## src/rtl/tp_rx_pkg.sv

```systemverilog
// Shared rail indices and FSM state encoding for the two-phase dual-rail receiver.
package tp_rx_pkg;

    localparam int RAIL_NUM = 2;
    localparam int RAIL_F   = 0;
    localparam int RAIL_T   = 1;

    typedef logic [1:0] state_t;

    localparam state_t ST_WAIT  = 2'd0;
    localparam state_t ST_CHECK = 2'd1;
    localparam state_t ST_HOLD  = 2'd2;
    localparam state_t ST_ERR   = 2'd3;

endpackage

```

## src/rtl/tp_rx_fifo.sv

```systemverilog
// Output token buffer: power-of-two ring with wrap-bit pointers; push and pop may coincide when full.
module tp_rx_fifo #(
    parameter int WIDTH = 32,
    parameter int DEPTH = 2
) (
    input  logic             clk,
    input  logic             rst_n,
    input  logic             push,
    input  logic [WIDTH-1:0] push_data,
    output logic             full,
    input  logic             pop,
    output logic             empty,
    output logic [WIDTH-1:0] pop_data
);

    localparam int AW = $clog2(DEPTH);

    logic [WIDTH-1:0] r_mem [DEPTH];
    logic [AW:0]      r_wr_ptr;
    logic [AW:0]      r_rd_ptr;
    logic             w_do_push;
    logic             w_do_pop;

    assign empty     = (r_wr_ptr == r_rd_ptr);
    assign full      = (r_wr_ptr[AW] != r_rd_ptr[AW]) &&
                       (r_wr_ptr[AW-1:0] == r_rd_ptr[AW-1:0]);
    assign w_do_pop  = pop && !empty;
    assign w_do_push = push && (!full || w_do_pop);
    // Head reads as zero when empty so the decoded output is clean out of reset.
    assign pop_data  = empty ? '0 : r_mem[r_rd_ptr[AW-1:0]];

    always_ff @(posedge clk or negedge rst_n) begin
        if (!rst_n) begin
            r_wr_ptr <= '0;
            r_rd_ptr <= '0;
        end else begin
            if (w_do_push) r_wr_ptr <= r_wr_ptr + (AW+1)'(1);
            if (w_do_pop)  r_rd_ptr <= r_rd_ptr + (AW+1)'(1);
        end
    end

    always_ff @(posedge clk) begin
        if (w_do_push) r_mem[r_wr_ptr[AW-1:0]] <= push_data;
    end

endmodule

```

## src/rtl/tp_rx.sv

```systemverilog
// Two-phase dual-rail link receiver: synchronizes rails, detects a complete token,
// waits one cycle for the delta to settle, then decodes it into the output buffer.
module tp_rx
    import tp_rx_pkg::*;
#(
    parameter int WIDTH       = 32,
    parameter int SYNC_STAGES = 2,
    parameter int DEPTH       = 2
) (
    input  logic                           clk,
    input  logic                           rst_n,
    input  logic [WIDTH-1:0][RAIL_NUM-1:0] data,
    output logic                           ack,
    output logic [WIDTH-1:0]               out_data,
    output logic                           out_valid,
    input  logic                           out_ready,
    output logic                           err
);

    logic [1:0]                                        r_rst_sync;
    logic                                              w_rst_n;
    logic [SYNC_STAGES-1:0][WIDTH-1:0][RAIL_NUM-1:0]   r_sync;
    logic [WIDTH-1:0][RAIL_NUM-1:0]                    w_s;
    logic [WIDTH-1:0][RAIL_NUM-1:0]                    w_d;
    logic [WIDTH-1:0][RAIL_NUM-1:0]                    r_ref;
    logic [WIDTH-1:0][RAIL_NUM-1:0]                    r_dq;
    logic [WIDTH-1:0]                                  w_bit_done;
    logic [WIDTH-1:0]                                  w_bit_bad;
    logic [WIDTH-1:0]                                  w_word;
    logic                                              w_all_done;
    logic                                              w_any_bad;
    logic                                              w_full;
    logic                                              w_empty;
    logic                                              w_pop;
    logic                                              w_push;
    logic                                              w_dq_load;
    state_t                                            r_state;
    state_t                                            w_state_nxt;
    logic                                              r_ack;

    // Reset asserts immediately but releases only after two clean clk edges.
    always_ff @(posedge clk or negedge rst_n) begin
        if (!rst_n) r_rst_sync <= 2'b00;
        else        r_rst_sync <= {r_rst_sync[0], 1'b1};
    end
    assign w_rst_n = r_rst_sync[1];

    always_ff @(posedge clk or negedge w_rst_n) begin
        if (!w_rst_n) r_sync <= '0;
        else          r_sync <= {r_sync[SYNC_STAGES-2:0], data};
    end

    assign w_s = r_sync[SYNC_STAGES-1];
    assign w_d = w_s ^ r_ref;

    always_comb begin
        w_bit_done = '0;
        w_bit_bad  = '0;
        w_word     = '0;
        for (int b = 0; b < WIDTH; b++) begin
            w_bit_done[b] = w_d[b][RAIL_F] | w_d[b][RAIL_T];
            w_bit_bad[b]  = w_d[b][RAIL_F] & w_d[b][RAIL_T];
            w_word[b]     = w_d[b][RAIL_T];
        end
    end

    assign w_all_done = &w_bit_done;
    assign w_any_bad  = |w_bit_bad;
    assign w_pop      = out_valid && out_ready;

    // CHECK demands the delta be unchanged for a full cycle so late rail skew cannot corrupt a word.
    always_comb begin
        w_state_nxt = r_state;
        w_push      = 1'b0;
        w_dq_load   = 1'b0;
        case (r_state)
            ST_WAIT: begin
                if (w_any_bad) begin
                    w_state_nxt = ST_ERR;
                end else if (w_all_done) begin
                    w_state_nxt = ST_CHECK;
                    w_dq_load   = 1'b1;
                end
            end
            ST_CHECK: begin
                if (w_any_bad) begin
                    w_state_nxt = ST_ERR;
                end else if (w_d != r_dq) begin
                    w_dq_load   = 1'b1;
                end else if (!w_full) begin
                    w_push      = 1'b1;
                    w_state_nxt = ST_WAIT;
                end else begin
                    w_state_nxt = ST_HOLD;
                end
            end
            ST_HOLD: begin
                if (w_any_bad) begin
                    w_state_nxt = ST_ERR;
                end else if (!w_full || w_pop) begin
                    w_push      = 1'b1;
                    w_state_nxt = ST_WAIT;
                end
            end
            default: w_state_nxt = ST_ERR;
        endcase
    end

    always_ff @(posedge clk or negedge w_rst_n) begin
        if (!w_rst_n) begin
            r_state <= ST_WAIT;
            r_ref   <= '0;
            r_dq    <= '0;
            r_ack   <= 1'b0;
        end else begin
            r_state <= w_state_nxt;
            if (w_dq_load) r_dq <= w_d;
            if (w_push) begin
                r_ref <= w_s;
                r_ack <= ~r_ack;
            end
        end
    end

    tp_rx_fifo #(
        .WIDTH (WIDTH),
        .DEPTH (DEPTH)
    ) u_fifo (
        .clk       (clk),
        .rst_n     (w_rst_n),
        .push      (w_push),
        .push_data (w_word),
        .full      (w_full),
        .pop       (w_pop),
        .empty     (w_empty),
        .pop_data  (out_data)
    );

    assign out_valid = !w_empty;
    assign ack       = r_ack;
    assign err       = (r_state == ST_ERR);

endmodule

```

## config.mk

```make
export PLATFORM = sky130hd
export DESIGN_NAME = tp_rx
export DESIGN_NICKNAME = d
export VERILOG_FILES = /design/src/rtl/tp_rx_pkg.sv /design/src/rtl/tp_rx_fifo.sv /design/src/rtl/tp_rx.sv
export SDC_FILE = /design/constraint.sdc
export NUM_CORES = 1
export LEC_CHECK = 0
export ABC_AREA = 1
export CORE_MARGIN = 2
export CORE_UTILIZATION = 63
export CTS_CLUSTER_DIAMETER = 100
export CTS_CLUSTER_SIZE = 14
export DETAILED_ROUTE_END_ITERATION = 8
export HOLD_SLACK_MARGIN = 0.06
export PLACE_DENSITY = 0.85
export SYNTH_ARGS = -nofsm -noshare
export SYNTH_HDL_FRONTEND = slang
export SYNTH_SLANG_ARGS = --single-unit
export TNS_END_PERCENT = 1
```

## constraint.sdc

```tcl
create_clock -name clk -period 22.8 [get_ports clk]
set_input_delay 2.28 -clock clk [delete_from_list [all_inputs] [get_ports clk]]
set_output_delay 2.28 -clock clk [all_outputs]
set_load 0.1 [all_outputs]
```

After elaboration in Yosys (flattened, before gate mapping)

Memories as Yosys holds them, arrays and structs flattened.
Cells that the tools add are included.
W data, S select, Z words.

Output and inout bits: 35
Logic and storage cells: 246
Bits in registers: 265
Memories kept: 1
Input port bits: 67
Memory bits (writable): 64

Bitwise operators: 66
$add $sub $neg: 2
Eq/ne operators: 10
Reductions and logical operators: 12
Multiplexer cells: 22

Memories:

| memory       | depth | width | rd ports | clocked after memory_dff | write ports | line             | text |
|---|---|---|---|---|---|---|---|
| u_fifo.r_mem | 2     | 32    | 1        | 0                        | 1           | tp_rx_fifo.sv:18 | `logic [WIDTH-1:0] r_mem [DEPTH];` |

Operator list:

| cell                  | number |
|---|---|
| $ne A64 B64 Y1        | 1 |
| $xor A64 B64 Y64      | 1 |
| $and A1 B1 Y1         | 32 |
| $mux W32              | 1 |
| $or A1 B1 Y1          | 32 |
| $reduce_and A32 Y1    | 1 |
| $reduce_or A32 Y1     | 1 |
| $mux W2               | 7 |
| $mux W1               | 11 |
| $ne A3 B3 Y1 const B  | 3 |
| $pmux W2 S3           | 1 |
| $add A2 B1 Y2 const B | 2 |
| $eq A2 B2 Y1 const B  | 2 |
| $logic_and A1 B1 Y1   | 4 |
| $pmux W1 S2           | 2 |
| $reduce_and A3 Y1     | 1 |
| $eq A2 B1 Y1 const B  | 1 |
| $eq A2 B2 Y1          | 1 |
| $logic_not A1 Y1      | 2 |
| $logic_not A2 Y1      | 1 |
| $logic_or A1 B1 Y1    | 2 |
| $eq A1 B1 Y1          | 1 |
| $ne A1 B1 Y1          | 1 |
| $not A1 Y1            | 1 |

Depth between registers and ports, before layout

Gate-level depths: netlist of the first run.

Depth in word-level cells: 10
Mapped depth: 19
Depth with buffers taken out: 18

By module

A second synthesis of the first run with hierarchy kept.

Cell total of the unflattened synthesis: 1693
Area, all modules: 14338.8 µm²

Modules (own cells, without submodules):

| module     | area an instance (µm²) | seq. area each (µm²) | instances | cells an instance |
|---|---|---|---|---|
| tp_rx      | 11572.3                | 6531.3               | 1         | 1483 |
| tp_rx_fifo | 2766.4                 | 2021.9               | 1         | 210 |

Worst setup path after synthesis of the first run

Ideal clock, no wire load.

Path type: reg-to-output
Start point: reg u_fifo.r_rd_ptr[0]
End point: out out_data[0]
Stages on the path, launching flop included: 6
Data required time: 20520 ps
Path slack: 18095 ps
Arrival time: 2425 ps
Path buffers: 2
Path through: dfrtp_1 > buf_2 > inv_1 > buf_1 > nand2_1 > a21oi_1

Word-level cells in the longest chain between the ends: 2
Elaborated cells on any way between the ends: 3
Classes of those cells: eq/ne: 1; mux: 1; memory: 1

Ends and longest elaborated chain:

| item                                           | line             | text |
|---|---|---|
| start, declared                                | tp_rx_fifo.sv:20 | `logic [AW:0] r_rd_ptr;` |
| start signal, assigned                         | tp_rx_fifo.sv:38 | `if (w_do_pop) r_rd_ptr <= r_rd_ptr + (AW+1)'(1);` |
| $mem_v2 Z2 W32 or $eq A2 B2 Y1 (tied branches) | --               |  |
| $mux W32 *                                     | tp_rx_fifo.sv:30 | `assign pop_data = empty ? '0 : r_mem[r_rd_ptr[AW-1:0]];` |
| end, declared                                  | tp_rx.sv:14      | `output logic [WIDTH-1:0] out_data,` |

Every way passes the cells marked *; elsewhere a longest branch is shown, timed or not.

Final worst setup path of the first run

Start point: reg u_fifo.r_rd_ptr[0]
End point: out out_data[12]

The elaborated chain is that of the path after synthesis.

==> results of run 1 <==
-- cells by family after synthesis --
kind of cell               synth area share
DFF                                   0.594
other                              0.000261
xor gates and xnor gates            0.00183
and+or+nand+nor                       0.255
adders and majority gates           0.00348
buffers and inverters                0.0792
AOI/OAI and AO/OA                    0.0663
-- final timing paths --
kind | startpoint | endpoint | slack [ps] | depth (start not counted)
max | u_fifo.r_rd_ptr[0] | out_data[12] | 16700 | 6
min | r_sync[30] | r_sync[94] | 340 | 0
max reg2reg | u_fifo.r_rd_ptr[0] | r_ref[3] | 18710 | 12
min reg2reg | r_sync[30] | r_sync[94] | 340 | 0
max in group asynchronous | rst_n | r_rst_sync[1] | 20770 | 1
min in group asynchronous | r_rst_sync[1] | r_sync[9] | 480 | 0
-- per-stage QoR --
step / cells / instance area (um2) / hold slack, ps
after detailed placement: 2059 / 15600 / 335
after CTS: 2103 / 16300 / 346
final: 2103 / 16300 / 343
after global placement: 2059 / 15600 / 331
after floorplan: 1701 / 14400 / 331
after global routing: 2103 / 16300 / 354
-- flip-flops by register name (all words and copies together) (netlist names) --
name             flops
u_fifo.r_wr_ptr      2
u_fifo.r_rd_ptr      2
ack                  1
r_dq                64
r_state              2
r_sync             128
r_ref               64
u_fifo.r_mem        64
r_rst_sync           2
-- cells in the final DEF (no fill, tap or decap), types with 26 or more instances in the layout --
cell type / count
dfrtp_1: 264
nand2_1: 762
o21ai_1: 40
edfxtp_1: 64
nand3_1: 60
inv_1: 217
a21oi_1: 33
o21ai_0: 67
clkdlybuf4s50_1: 101
o21ai_2: 26
clkbuf_16: 27
nor2_1: 51
-- worst max-delay path, stage by stage (launching register included) --
cell,delay [ps]
dfrtp_1,670
buf_4,380
inv_1,410
buf_4,380
nand2_1,90
a21oi_1,160
clkdlybuf4s50_1,1160
-- layout make-up --
class,instances,area share
clock inverters,1,0.000536
repair buffers,111,0.0665
clock buffers,43,0.0450
multi-input cells,1099,0.288
flip-flops and latches,329,0.524
well taps,285,0.0218
inverters,235,0.0540
-- layer usage --
metal	track usage	share of wire	up-vias
met5	0	0	-
met4	0.0966	0.032	0
met3	0.0404	0.073	85
met2	0.481	0.50	390
met1	0.361	0.40	5217
li1	-	-	5424
-- Yosys cell counts --
| library cell | number | area share |
|---|---|---|
| nand2_1 | 763 | 0.20 |
| dfrtp_1 | 265 | 0.46 |
| inv_1 | 218 | 0.057 |
| o21ai_0 | 67 | 0.023 |
| edfxtp_1 | 64 | 0.13 |
| nand3_1 | 60 | 0.021 |
| nor2_1 | 52 | 0.014 |
| o21ai_1 | 40 | 0.014 |
| a21oi_1 | 33 | 0.011 |
| o21ai_2 | 26 | 0.016 |
| nand2_2 | 25 | 0.011 |
| inv_2 | 17 | 0.0044 |
| buf_6 | 10 | 0.0078 |
| clkbuf_1 | 9 | 0.0023 |
| buf_2 | 8 | 0.0028 |
| buf_4 | 8 | 0.0042 |
| nand4_1 | 8 | 0.0035 |
| ha_1 | 4 | 0.0035 |
| nor2_2 | 4 | 0.0017 |
| nor3_1 | 4 | 0.0014 |
| buf_1 | 3 | 0.00078 |
| o2111ai_1 | 3 | 0.0018 |
| nand2_4 | 2 | 0.0016 |
| nand3b_1 | 2 | 0.0010 |
| xnor2_1 | 2 | 0.0012 |
| conb_1 | 1 | 0.00026 |
| nor3b_1 | 1 | 0.00052 |
| nor4_1 | 1 | 0.00044 |
| xor2_1 | 1 | 0.00061 |
-- power by group through the flow --
stage | logic (W) | registers (W) | clock network, W
after floorplan | 0.000310 | 0.000636 | 0
after global placement | 0.000409 | 0.000639 | 0
after detailed placement | 0.000414 | 0.000640 | 0
after CTS | 0.000416 | 0.000629 | 0.000427
after global routing | 0.000436 | 0.000631 | 0.000451
final | 0.000416 | 0.000629 | 0.000420
==> metrics.yaml, run 1 <==
grt_use_total: 0.277
switching_power_w: 0.000543
slew_headroom: 0.256
synth_seq_cells: 329
maxCapViolCount: 0
fin_nets: 1874
multi_input_comb_area_um2: 4710
synthCells: 1701
clock.fmax_mhz: 164
die_x_um: 155
first_pass_iters: 5
ys_types: 29
postCtsHoldBufs: 0
io_buffers: 101
overflow: 0
die_area_um2: 24100
drive_gt1_frac: 0.0633
routed_wl_um: 32300
cts_tree: "done"
synth_area_um2: 14400
max-clock-path-buffers: 3
swShare: 0.371
post-place-ws_ps: 17310
diodes: 0
crit_path_end_kind: "output port"
yosys_warnings: 0
cts.reportedPaths.clkPinSlew_ps: 70
syn_area_per_cell_um2: 8.46
p_total_w: 0.00147
tns_ps: 0
syn_nets: 1772
syn_to_final_growth_pct: 13.5
insertion_delay_ps: 550
via_per_inst: 5.29
core_um2: 22500
fin_crit_sh: 0.268
power_frac_seq: 0.429
cts_resized: 0
fin_util: 0.726
avgRoutedWirePerCell_um: 15.3
numCtsBuffers: 27
cts_sinks: 329
first_iter_violations: 841
htreeDepth: 1
setup_viol: 0
cp.arrival_ps: 3820
cp.required_ps: 20520
startpoint_type: "flip-flop"
top_level_ports: 102
grt_pass1_wl_um: 52500
vias: 11100
p_int_w: 0.000922
report.final.hold_viol_count: 0
status: "complete, no violations"
grt_pass1_vias: 10800
period_minus_slack_ps: 6100
regArea_um2: 8560
drc: 0
antenna_found_initial: 0
ys_seq_area_frac: 0.594
skew_ps: 15.7
grt_max_degree: 84
gp_congestion: 0.904
crit_fanout: 21
ir_drop_uv: 88.5
place.detailed.hpwl_um: 22700
cts_root_buf: "clkbuf_16"
finalMaxSlewViolations: 0
leakagePower_nw: 8.00
holdCritPathClass: "flip-flop to flip-flop"
crit_type: "flip-flop to output port"
fillers: 1589
clkPwrFrac: 0.287
ant_nets: 0
post_cts_buffers: 0
die_h_um: 155
power.density_nw_per_um2: 89.7
rsz0062_at_grt: "false"
setup_ws_ps: 16700
tightest_slew_ps: 1120
combinationalPowerShare: 0.284
rows: 55
initial_core_util: 0.639
(Power assumes the default switching activity.)
==> run 2: changes to the inputs <==
--- a/config.mk
+++ b/config.mk
@@ -7,12 +7,12 @@
 export LEC_CHECK = 0
 export ABC_AREA = 1
 export CORE_MARGIN = 2
-export CORE_UTILIZATION = 63
+export CORE_UTILIZATION = 59
 export CTS_CLUSTER_DIAMETER = 100
 export CTS_CLUSTER_SIZE = 14
 export DETAILED_ROUTE_END_ITERATION = 8
 export HOLD_SLACK_MARGIN = 0.06
-export PLACE_DENSITY = 0.85
+export PLACE_DENSITY = 0.8
 export SYNTH_ARGS = -nofsm -noshare
 export SYNTH_HDL_FRONTEND = slang
 export SYNTH_SLANG_ARGS = --single-unit
==> constraint.sdc (replaced) <==
create_clock -name clk -period 6.1 [get_ports clk]
set_input_delay 0.61 -clock clk [delete_from_list [all_inputs] [get_ports clk]]
set_output_delay 0.61 -clock clk [all_outputs]
set_load 0.1 [all_outputs]
==> run 2 against run 1 <==
Effect of this change:
- power increased to 3.8 times the previous value
- critical path depth rose by 1
- die area is 6.6% higher
- clock skew grew 8.6 ps
- register-to-register slack got worse by 16000 ps
- sequential share of layout area down 0.18 points
- first-iteration DRC count increased by 20%
- count of clock-buffer cells in the layout stayed put
- sequential power rose to 3.7 times the previous value
- critical path type unchanged
- critical endpoint is now out_data[8]
==> metrics.yaml, run 2 (synthesized netlist as in run 1, its figures left out) <==
drc: 0  # unchanged
ant_nets: 0  # unchanged
cts_sinks: 329  # unchanged
overflow: 0  # unchanged
first_iter_violations: 1010  # +20%
slew_headroom: 0.169  # -0.0870
fin_cells: 2141  # +1.8%
switching_power_w: 0.00206  # +280%
combinationalPowerShare: 0.292  # +0.008
rrSetupSlack_ps: 2560  # -16,150 ps
leakagePower_nw: 8.01  # about the same
cts_tree: "done"
antenna_found_initial: 0  # unchanged
cts.reportedPaths.clkPinSlew_ps: 70  # about the same
period_minus_slack_ps: 4080
largest_register_ffs: 128  # unchanged
die_area_um2: 25700  # +6.6%
routed_wl_um: 32500  # +0.85%
tns_ps: 0  # unchanged
cp.required_ps: 5490  # -15,030 ps
grt_use_total: 0.261  # -0.0160
initial_core_util: 0.597  # -0.0425
skew_ps: 24.3  # +8.57 ps
timing.critical_path.mode_cell: "buf_4"
cp_slowest_stage_delay_ps: 1200  # +40 ps
grt_max_degree: 186  # +120%
cp_cell_sequence: "buf_4 -> xnor2_1 -> inv_1 -> nor2_2 -> buf_4 -> a21oi_1 -> clkdlybuf4s50_1"
fillers: 1889  # +19%
top_register: "r_sync"
first_pass_iters: 6  # +1
syn_to_final_growth_pct: 13.9
crit_fanout: 32  # +52%
tightest_slew_ps: 1250  # +130 ps
drive_gt1_frac: 0.0627  # -0.000516
r2r-start: "u_fifo.r_rd_ptr[0]"
crit_type: "flip-flop to output port"
ir_drop_uv: 401  # +350%
place_inst: 2096  # +1.8%
holdCritPathClass: "primary input to asynchronous set/reset pin"
max-clock-path-buffers: 3  # unchanged
fin_nets: 1872  # -0.11%
cp.arrival_ps: 3470  # -350 ps
gp_congestion: 0.843  # -6.8%
grt_pass1_vias: 10900  # +1.1%
cts_resized: 0  # unchanged
reg2reg_to: "r_ref[57]"
startpoint_type: "flip-flop"
fin_util: 0.680  # -0.0460
finalMaxSlewViolations: 0  # unchanged
clock.fmax_mhz: 245
crit_path_end_kind: "output port"
avgRoutedWirePerCell_um: 15.2  # -0.94%
diodes: 0  # unchanged
numCtsBuffers: 27  # unchanged
rsz0062_at_grt: "false"
layout_commonest_cell: "nand2_1"
report.final.hold_viol_count: 0  # unchanged
core_um2: 24100  # +7.1%
crit_slowest_cell: "clkdlybuf4s50_1"
vias: 11100  # +0.13%
status: "complete, no violations"
power_frac_seq: 0.421  # -0.008
swShare: 0.374  # +0.00354
fin_crit_sh: 0.669
grt_pass1_wl_um: 53700  # +2.4%
postCtsHoldBufs: 0  # unchanged
insertion_delay_ps: 550  # about the same
crit_start: "u_fifo.r_rd_ptr[0]"
post_cts_buffers: 0  # unchanged
setup_viol: 0  # unchanged
htreeDepth: 1  # unchanged
die_h_um: 160  # +3.2%
power.density_nw_per_um2: 336  # +280%
ff2ff_path_depth: 13  # +1
clkPwrFrac: 0.287  # about the same
maxCapViolCount: 0  # unchanged
rows: 57  # +3.6%
place.detailed.hpwl_um: 22200  # -2.0%
p_int_w: 0.00345  # +270%
via_per_inst: 5.20  # -1.6%
die_x_um: 160  # +3.2%
cts_root_buf: "clkbuf_16"
final_cell_mix: "nand2_1, dfrtp_1, inv_1, clkdlybuf4s50_1, o21ai_0"
io_buffers: 101  # unchanged
top_level_ports: 102  # unchanged
[run 2: how the worst max path moves through the flow]
stage	to	slack [ps]	cells after the start
detailed placement	out_data[8]	2630	7
global placement	out_data[31]	2710	7
global route	out_data[8]	1890	7
CTS	out_data[8]	2030	7
finish	out_data[8]	2020	7
floorplan	ack	1750	0
[run 2: through the flow]
stage | setup slack [ps] | hold WS [ps] | total power (W) | cell area, um2
6_report | 2020 | 225 | 0.00551 | 16400
5_1_grt | 1890 | 211 | 0.00571 | 16400
4_1_cts | 2030 | 209 | 0.00554 | 16400
3_5_place_dp | 2630 | 335 | 0.00397 | 15600
3_3_place_gp | 2710 | 331 | 0.00395 | 15600
2_1_floorplan | 1750 | 314 | 0.00354 | 14400
[run 2: critical path: cells and delay by family (launching register included)]
family | cells | cell delay, ps
AOI/OAI and AO/OA | 1 | 320
and+or+nand+nor | 1 | 50
xor gates and xnor gates | 1 | 150
buffers and inverters | 4 | 2010
DFF | 1 | 390
[run 2: area by class of cell]
type / count / area, um2 / share of cell area
clock buffers: 43 / 736 / 0.0449
clock inverters: 2 / 17.5 / 0.00107
inverters: 235 / 882 / 0.0538
multi-input cells: 1099 / 4710 / 0.287
flip-flops and latches: 329 / 8560 / 0.522
well taps: 324 / 405 / 0.0247
repair buffers: 109 / 1080 / 0.0661
[run 2: routing by layer]
metal  global-route usage  wire, um  part of all wire  vias up
li1                     -         -                 -     5424
met2                0.449     15700              0.48      354
met3               0.0338      2110             0.065       82
met5                    0         0                 0        -
met1                0.350     13700              0.42     5271
met4               0.0803      1050             0.032        0
[run 2: power by group through the flow]
stage	sequential, W	clock, W	combinational [W]
2_1_floorplan	0.00238	0	0.00116
3_3_place_gp	0.00236	0	0.00158
3_5_place_dp	0.00237	0	0.00160
4_1_cts	0.00232	0.00161	0.00161
5_1_grt	0.00233	0.00170	0.00168
6_report	0.00232	0.00158	0.00161
